File: config.mk
export PLATFORM = sky130hd
export DESIGN_NAME = am_align_ctrl_rx
export DESIGN_NICKNAME = d
export VERILOG_FILES = /design/src/rtl/am_align_ctrl_rx.sv
export SDC_FILE = /design/constraint.sdc
export NUM_CORES = 1
export LEC_CHECK = 0
export ABC_AREA = 1
export CAP_MARGIN = 25
export CORE_ASPECT_RATIO = 0.7
export CORE_MARGIN = 3
export CORE_UTILIZATION = 60
export DETAILED_ROUTE_END_ITERATION = 8
export HOLD_SLACK_MARGIN = 0.02
export PLACE_DENSITY = 0.83
export SLEW_MARGIN = 20
export SYNTH_ARGS = -nofsm -noshare
export SYNTH_HDL_FRONTEND = slang
export SYNTH_SLANG_ARGS = --single-unit
export TNS_END_PERCENT = 5
File: constraint.sdc
create_clock -name clk -period 12.8 [get_ports clk]
set_clock_uncertainty 0.1 [all_clocks]
set_input_delay 3.2 -clock clk [delete_from_list [all_inputs] [get_ports clk]]
set_output_delay 3.2 -clock clk [all_outputs]
set_load 0.02 [all_outputs]
File: src/rtl/am_align_ctrl_rx.sv
// Multi-lane RX alignment controller.
// Waits for lite lock on every physical lane and measures the AM arrival skew across lanes.
// It then checks that the reported logical lane IDs form a permutation.
// Outputs per-lane deskew delays, a latched lane map and align status.
// Optional build macro AM_ALIGN_STATS_EN adds a saturating realign event counter (realign_cnt_o).
module am_align_ctrl_rx #(
    parameter int unsigned LANE_N   = 4,
    parameter int unsigned MAX_SKEW = 31,
    parameter int unsigned SKEW_W   = $clog2(MAX_SKEW + 1)
) (
    input  logic                       clk,
    input  logic                       reset,
    input  logic                       valid_i,
    input  logic [LANE_N-1:0]          lite_lock_v_i,
    input  logic [LANE_N-1:0]          lite_am_v_i,
    input  logic [LANE_N*LANE_N-1:0]   lane_i,
    output logic                       align_v_o,
    output logic                       realign_o,
    output logic [LANE_N*SKEW_W-1:0]   delay_o,
`ifdef AM_ALIGN_STATS_EN
    output logic [15:0]                realign_cnt_o,
`endif
    output logic [LANE_N*LANE_N-1:0]   lane_map_o
);

    localparam logic [SKEW_W-1:0] MaxCnt = SKEW_W'(MAX_SKEW);

    typedef enum logic [4:0] {
        StIdle    = 5'b00001,
        StWaitAm  = 5'b00010,
        StCollect = 5'b00100,
        StCheck   = 5'b01000,
        StAligned = 5'b10000
    } state_e;

    state_e state_q, state_d;

    logic [SKEW_W-1:0]             cnt_q, cnt_d;
    logic [LANE_N-1:0]             seen_q, seen_d;
    // Reference arrival offsets from the acquisition pass
    logic [LANE_N-1:0][SKEW_W-1:0] arr_q, arr_d;
    // Offsets of the AM set currently being re-measured while aligned
    logic [LANE_N-1:0][SKEW_W-1:0] meas_arr_q, meas_arr_d;
    logic                          meas_q, meas_d;
    logic [LANE_N-1:0][SKEW_W-1:0] delay_q, delay_d;
    logic [LANE_N*LANE_N-1:0]      map_q, map_d;
    logic                          realign_q, realign_d;

    logic                          all_locked;
    logic                          perm_ok;
    logic [LANE_N-1:0][SKEW_W-1:0] delay_calc;

    assign all_locked = &lite_lock_v_i;

    // Lane ID check: every slice one-hot and together they cover every logical lane
    always_comb begin
        logic [LANE_N-1:0] slice;
        logic [LANE_N-1:0] lane_or;
        logic              slice_ok;
        slice    = '0;
        lane_or  = '0;
        slice_ok = 1'b1;
        for (int unsigned p = 0; p < LANE_N; p++) begin
            slice   = lane_i[p*LANE_N +: LANE_N];
            lane_or = lane_or | slice;
            if (slice == '0 || (slice & (slice - 1'b1)) != '0) begin
                slice_ok = 1'b0;
            end
        end
        perm_ok = slice_ok && (&lane_or);
    end

    // Deskew delays: latest arriving lane gets zero, the others wait for it
    always_comb begin
        logic [SKEW_W-1:0] max_arr;
        max_arr = '0;
        for (int unsigned p = 0; p < LANE_N; p++) begin
            if (arr_q[p] > max_arr) begin
                max_arr = arr_q[p];
            end
        end
        for (int unsigned p = 0; p < LANE_N; p++) begin
            delay_calc[p] = max_arr - arr_q[p];
        end
    end

    // Next-state logic; nothing advances on cycles without valid_i
    always_comb begin
        state_d    = state_q;
        cnt_d      = cnt_q;
        seen_d     = seen_q;
        arr_d      = arr_q;
        meas_arr_d = meas_arr_q;
        meas_d     = meas_q;
        delay_d    = delay_q;
        map_d      = map_q;
        realign_d  = 1'b0;

        if (valid_i) begin
            if (state_q != StIdle && !all_locked) begin
                // Lock loss overrides everything; only a loss of alignment is reported
                state_d   = StIdle;
                realign_d = (state_q == StAligned);
                meas_d    = 1'b0;
                seen_d    = '0;
            end else begin
                unique case (state_q)
                    StIdle: begin
                        seen_d = '0;
                        if (all_locked) begin
                            state_d = StWaitAm;
                        end
                    end

                    StWaitAm: begin
                        if (|lite_am_v_i) begin
                            cnt_d  = '0;
                            seen_d = lite_am_v_i;
                            for (int unsigned p = 0; p < LANE_N; p++) begin
                                if (lite_am_v_i[p]) begin
                                    arr_d[p] = '0;
                                end
                            end
                            state_d = (&lite_am_v_i) ? StCheck : StCollect;
                        end
                    end

                    StCollect: begin
                        if (cnt_q == MaxCnt) begin
                            // Spread exceeds the tolerated skew
                            state_d   = StWaitAm;
                            realign_d = 1'b1;
                            seen_d    = '0;
                        end else begin
                            cnt_d = cnt_q + 1'b1;
                            for (int unsigned p = 0; p < LANE_N; p++) begin
                                if (lite_am_v_i[p] && !seen_q[p]) begin
                                    arr_d[p] = cnt_q + 1'b1;
                                end
                            end
                            seen_d = seen_q | lite_am_v_i;
                            if (&seen_d) begin
                                state_d = StCheck;
                            end
                        end
                    end

                    StCheck: begin
                        seen_d = '0;
                        meas_d = 1'b0;
                        if (perm_ok) begin
                            state_d = StAligned;
                            map_d   = lane_i;
                            delay_d = delay_calc;
                        end else begin
                            state_d   = StWaitAm;
                            realign_d = 1'b1;
                        end
                    end

                    StAligned: begin
                        if (!meas_q) begin
                            if (|lite_am_v_i) begin
                                cnt_d  = '0;
                                seen_d = lite_am_v_i;
                                for (int unsigned p = 0; p < LANE_N; p++) begin
                                    if (lite_am_v_i[p]) begin
                                        meas_arr_d[p] = '0;
                                    end
                                end
                                if (&lite_am_v_i) begin
                                    seen_d = '0;
                                    if (meas_arr_d != arr_q) begin
                                        state_d   = StWaitAm;
                                        realign_d = 1'b1;
                                    end
                                end else begin
                                    meas_d = 1'b1;
                                end
                            end
                        end else if (cnt_q == MaxCnt) begin
                            state_d   = StWaitAm;
                            realign_d = 1'b1;
                            meas_d    = 1'b0;
                            seen_d    = '0;
                        end else begin
                            cnt_d = cnt_q + 1'b1;
                            for (int unsigned p = 0; p < LANE_N; p++) begin
                                if (lite_am_v_i[p] && !seen_q[p]) begin
                                    meas_arr_d[p] = cnt_q + 1'b1;
                                end
                            end
                            seen_d = seen_q | lite_am_v_i;
                            if (&seen_d) begin
                                meas_d = 1'b0;
                                seen_d = '0;
                                if (meas_arr_d != arr_q) begin
                                    state_d   = StWaitAm;
                                    realign_d = 1'b1;
                                end
                            end
                        end
                    end

                    default: begin
                        state_d = StIdle;
                    end
                endcase
            end
        end
    end

    // State and output registers
    always_ff @(posedge clk) begin
        if (reset) begin
            state_q    <= StIdle;
            cnt_q      <= '0;
            seen_q     <= '0;
            arr_q      <= '0;
            meas_arr_q <= '0;
            meas_q     <= 1'b0;
            delay_q    <= '0;
            map_q      <= '0;
            realign_q  <= 1'b0;
        end else begin
            state_q    <= state_d;
            cnt_q      <= cnt_d;
            seen_q     <= seen_d;
            arr_q      <= arr_d;
            meas_arr_q <= meas_arr_d;
            meas_q     <= meas_d;
            delay_q    <= delay_d;
            map_q      <= map_d;
            realign_q  <= realign_d;
        end
    end

    assign align_v_o  = (state_q == StAligned);
    assign realign_o  = realign_q;
    assign delay_o    = delay_q;
    assign lane_map_o = map_q;

`ifdef AM_ALIGN_STATS_EN
    logic [15:0] realign_cnt_q;

    // Saturating count of realign pulses
    always_ff @(posedge clk) begin
        if (reset) begin
            realign_cnt_q <= '0;
        end else if (realign_q && realign_cnt_q != 16'hffff) begin
            realign_cnt_q <= realign_cnt_q + 16'd1;
        end
    end

    assign realign_cnt_o = realign_cnt_q;
`endif

endmodule

Yosys cells after proc, flatten, opt, wreduce, memory -nomap -nowiden
Cells that the tools add are included.
{ "classes": {"add_sub_neg": 9, "magnitude_cmp": 4, "eq_ne": 28, "muxes": 116, "bitwise_logic": 10, "reduce_logical": 45} }
{ "op_table": {"columns": ["op", "count"], "rows": [
  ["5-bit 2-to-1 mux", 76],
  ["20-bit 2-to-1 mux", 5],
  ["20-bit inequality test", 2],
  ["20-bit one-hot mux with 2 select lines", 1],
  ["4-bit 2-to-1 mux", 9],
  ["7-bit AND reduction", 4],
  ["5-bit one-hot mux with 5 select lines", 1],
  ["4-bit AND reduction", 6],
  ["2-bit inequality test (second input constant)", 11],
  ["1-bit 2-to-1 mux", 20],
  ["5-bit subtractor", 4],
  ["4-bit bitwise AND", 4],
  ["4-bit logical NOT", 4],
  ["4-bit bitwise OR", 4],
  ["4-bit one-hot mux with 4 select lines", 1],
  ["4-bit nonzero test", 4],
  ["4-bit by 1-bit subtractor with 4-bit output (second input constant)", 4],
  ["5-bit > comparator", 3],
  ["5-bit one-hot mux with 3 select lines", 1],
  ["4-bit by 1-bit inequality test with 1-bit output (second input constant)", 3],
  ["5-bit equality test (second input constant)", 2],
  ["5-bit by 2-bit inequality test with 1-bit output (second input constant)", 2],
  ["9-bit AND reduction", 1],
  ["1-bit logical AND", 6],
  ["22 further kinds", 34]
]} }
{ "word_totals": {"ff_bits": 92, "input_bits": 27, "out_inout_bits": 38, "wordCells": 230} }

Logic depth before layout (Yosys ltp)
{ "depth": {"word_depth": 15, "ltp_mapped": 35, "mapped_depth_nobuf": 35} }

Least setup slack after synthesis
Ideal clock, no wire load.
{ "synth_path": {"path_type": "reg-to-reg", "startpoint": "reg arr_q[4] in the netlist's numbering", "endpoint": "reg delay_q (netlist bit delay_o[14])", "setup_ns": 0.056, "arrival_ns": 4.745, "required_time_ns": 12.644, "slack_ns": 7.899, "stages_incl_launch_ff": 34, "n_path_buf": 0, "synth_period_minus_slack_ns": 4.901, "path_cell_list": "dfxtp_1 -> inv_1 -> ha_1 -> nand2_1 -> nor2_1 -> nand2_1 -> nand4_1 -> nand2_1 -> nand2_1 -> o21ai_0 -> ha_1 -> nand2_1 -> nor2_1 -> nand2_1 -> nand3_1 -> nand2_1 -> o21ai_0 -> ha_1 -> nand2_1 -> inv_1 -> nand3_1 -> o221ai_1 -> nand2_1 -> inv_1 -> o21ai_0 -> ha_1 -> inv_1 -> fa_1 -> nand3_1 -> nand2_1 -> xor2_1 -> xor2_1 -> a21o_1 -> inv_1"} }
{ "synth_via": {"elab_chain_cells": 9} }
{ "synth_rtl": {"columns": ["item", "line_no", "source"], "rows": [
  ["from (decl)", "41", "logic [LANE_N-1:0][SKEW_W-1:0] arr_q, arr_d;"],
  ["from (signal assigned)", "229", "arr_q <= arr_d;"],
  ["5-bit by 1-bit > comparator with 1-bit output", "78", "if (arr_q[p] > max_arr) begin"],
  ["5-bit 2-to-1 mux (*)", "78", null],
  ["5-bit > comparator", "78", null],
  ["5-bit 2-to-1 mux (*)", "78", null],
  ["5-bit > comparator", "78", null],
  ["5-bit 2-to-1 mux (*)", "78", null],
  ["5-bit > comparator", "78", null],
  ["5-bit 2-to-1 mux (*)", "78", null],
  ["5-bit subtractor (*)", "83", "delay_calc[p] = max_arr - arr_q[p];"],
  ["to (signal assigned)", "232", "delay_q <= delay_d;"],
  ["to (decl)", "45", "logic [LANE_N-1:0][SKEW_W-1:0] delay_q, delay_d;"]
]} }
Every way passes the cells marked *; elsewhere a longest branch is shown, timed or not.
A chain may end at the register's enable or synchronous reset.

Worst setup path in the final report
Same ends and word-level chain as after synthesis.

==> flow_metrics.py <==
metrics = {
    "run": {
        "cap_violations": 0,
    },
    "clocking": {
        "clk_latency_ps": 350,
        "cts_resized": 0,
        "cts_made_buffers": 9,
        "cts_sinks": 92,
        "cts_max_path_buffers": 2,
        "ctsHoldBuffers": 0,
        "cts_tree": "yes",
        "cts_root_buf": "clkbuf_16",
        "cts_setup_buffers": 0,
        "cts.clk_slew.worst_paths_ps": 70,
        "htreeDepth": 3,
    },
    "drt": {
        "vias": 7113,
        "postRouteAntennaNets": 0,
        "postRouteWirelength_mm": 20.5,
        "drt_pass1_iterations": 6,
        "viasPerCell": 6.00,
        "wire_per_inst_um": 17.3,
        "drc": 0,
        "drt_iter0_markers": 924,
    },
    "synthesis": {
        "synth_top_area_frac": 0.279,
        "synth_area_leaders": "dfxtp_1 (28%), nand2_1 (12%), a21oi_1 (7.0%)",
        "synth-edff-count": 0,
        "synth_cell_types": 53,
        "synth_ff_type": "dfxtp_1",
        "yosys_warnings": 0,
        "synthArstFlopShare": 0,
        "netlist_instances": 987,
        "yosys_register_bits": 92,
        "synth_fp_nets": 1052,
        "synth_common_cells": "nand2_1 (216), inv_1 (105), a21oi_1 (92), dfxtp_1 (92), o21ai_0 (79)",
        "postSynthAreaPerCell_um2": 6.68,
        "synth_most_common_cell": "nand2_1",
        "yosysSeqAreaShare": 0.279,
        "synthesis.area_um2": 6600,
        "yosysTopAreaCell": "dfxtp_1",
    },
    "timing": {
        "fin_crit_sh": 0.466,
        "worstMarginPinSlew_ps": 1000,
        "hold_viol_final": 0,
        "max_freq_mhz": 168,
        "fin_setup_tns_ps": 0,
        "slew_violations": 0,
        "rsz0062_at_grt": "no",
        "final.min_clock_period_ps": 5960,
        "slew_headroom": 0.326,
        "setup-violations-final": 0,
    },
    "global_route": {
        "grt_first_pass_wirelength_mm": 32.9,
        "antenna_found_initial": 0,
        "grt-ovfl-total": 0,
        "grt_max_degree": 72,
        "grt.total_usage": 0.333,
        "grt_pass1_vias": 6372,
    },
    "finish": {
        "drive_gt1_frac": 0.0857,
        "area_growth_pct": 15.0,
        "diodes": 0,
        "fin_nets": 1098,
    },
    "critical_path": {
        "crit_type": "register to register",
        "worst_setup_path_start_kind": "register",
        "crit_arrival_ps": 6120,
        "critPathRequiredTime_ps": 12960,
        "crit_path_max_incr_delay_ps": 580,
        "worstPathMaxFanout": 8,
        "r2r_start": "arr_q[4]",
        "end_kind": "register",
        "cp_common_cell": "nand2_1",
        "slowest_stage": "o21ai_0",
        "crit_path_start": "arr_q[4]",
    },
    "floorplan": {
        "die_w_um": 131,
        "initial_core_util": 0.628,
        "die-area_um2": 12300,
        "core_um2": 10500,
        "core.rowCount": 31,
        "die_h_um": 93.7,
        "io_pins": 65,
    },
    "hold_path": {
        "hold_start": "meas_arr_q[16]",
        "hold_path_class": "register to register",
    },
    "outcome": {
        "outcome": "finished clean",
    },
    "place": {
        "globalplace.congestion": 1.05,
        "post-dp-hpwl_mm": 15.3,
        "port_buffers": 64,
    },
}
path summary, 6_finish.rpt:
| kind | endpoint | slack, ps | depth (start not counted) |
|---|---|---|---|
| setup / recovery | delay_o[14] | 6840 | 33 |
| hold / removal | meas_arr_q[16] | 380 | 2 |
| setup reg to reg | delay_o[14] | 6840 | 33 |
| hold reg to reg | meas_arr_q[16] | 380 | 2 |
kinds of logic (layout without fill, tap and decap cells):
group,Yosys count,count (layout),synth area share
and+or+nand+nor,430,430,0.303
AOI/OAI and AO/OA,238,238,0.202
adders and majority gates,38,38,0.0766
DFF,92,92,0.279
xor gates and xnor gates,29,29,0.0385
buffers and inverters,160,211,0.100
stage by stage:
step / cell area (um2) / setup WS (ps) / hold WS [ps] / util / cells
floorplan: 6600 / 7900 / 345 / - / 987
global placement: 7270 / 6930 / 373 / 0.692 / 1170
detailed placement: 7270 / 6880 / 370 / 0.692 / 1170
CTS: 7590 / 7100 / 380 / 0.722 / 1186
global route: 7590 / 6290 / 412 / 0.722 / 1186
finish: 7590 / 6840 / 377 / 0.722 / 1186
critical path: cells and delay by family, from the launching register on:
| kind | cells | cell delay, ps |
|---|---|---|
| simple gates | 16 | 1730 |
| compound gates | 5 | 1220 |
| fa+ha+maj | 5 | 1590 |
| buf+inv | 5 | 420 |
| flops | 1 | 450 |
| xor+xnor | 2 | 340 |
cell usage in the layout (no fill, tap or decap), drive strengths merged, types with 3 or more instances in the layout:
master / netlist / routed
fa: 4 / 4
xnor2: 9 / 9
a31oi: 7 / 7
a311oi: 4 / 4
o21ai: 97 / 97
a21o: 4 / 4
nand4: 21 / 21
xor2: 20 / 20
nand3: 69 / 69
inv: 127 / 130
clkdlybuf4s50: 0 / 64
nor3: 17 / 17
nor4: 3 / 3
o22ai: 4 / 4
ha: 34 / 34
clkinv: 2 / 3
nor2: 85 / 85
clkbuf: 13 / 11
o211ai: 5 / 5
nand2: 233 / 233
dfxtp: 92 / 92
a21oi: 93 / 93
a211oi: 11 / 11
o32ai: 4 / 4
per-layer routing:
| metal | GRT usage | routed length, um | vias up |
|---|---|---|---|
| met5 | 0 | 0 | - |
| met4 | 0.0953 | 488 | 0 |
| met3 | 0.0883 | 2770 | 55 |
| met2 | 0.495 | 8310 | 500 |
| met1 | 0.477 | 8920 | 3168 |
| li1 | - | - | 3390 |
flip-flops by register name, indices dropped and copies added (netlist names):
signal / flops
cnt_q: 5
delay_o: 20
seen_q: 4
state_q: 5
realign_o: 1
meas_q: 1
arr_q: 20
meas_arr_q: 20
lane_map_o: 16
final cells by class:
type | instances | area (um2)
multi-input cells | 735 | 4090
repair buffers | 66 | 656
well taps | 148 | 185
clock inverters | 5 | 65.1
inverters | 129 | 493
clock buffers | 11 | 253
flip-flops and latches | 92 | 1840
fillers | 908 | 2920
Power is not shown: default switching activity piles up to over one toggle a cycle in this logic, so the estimate is an artifact.
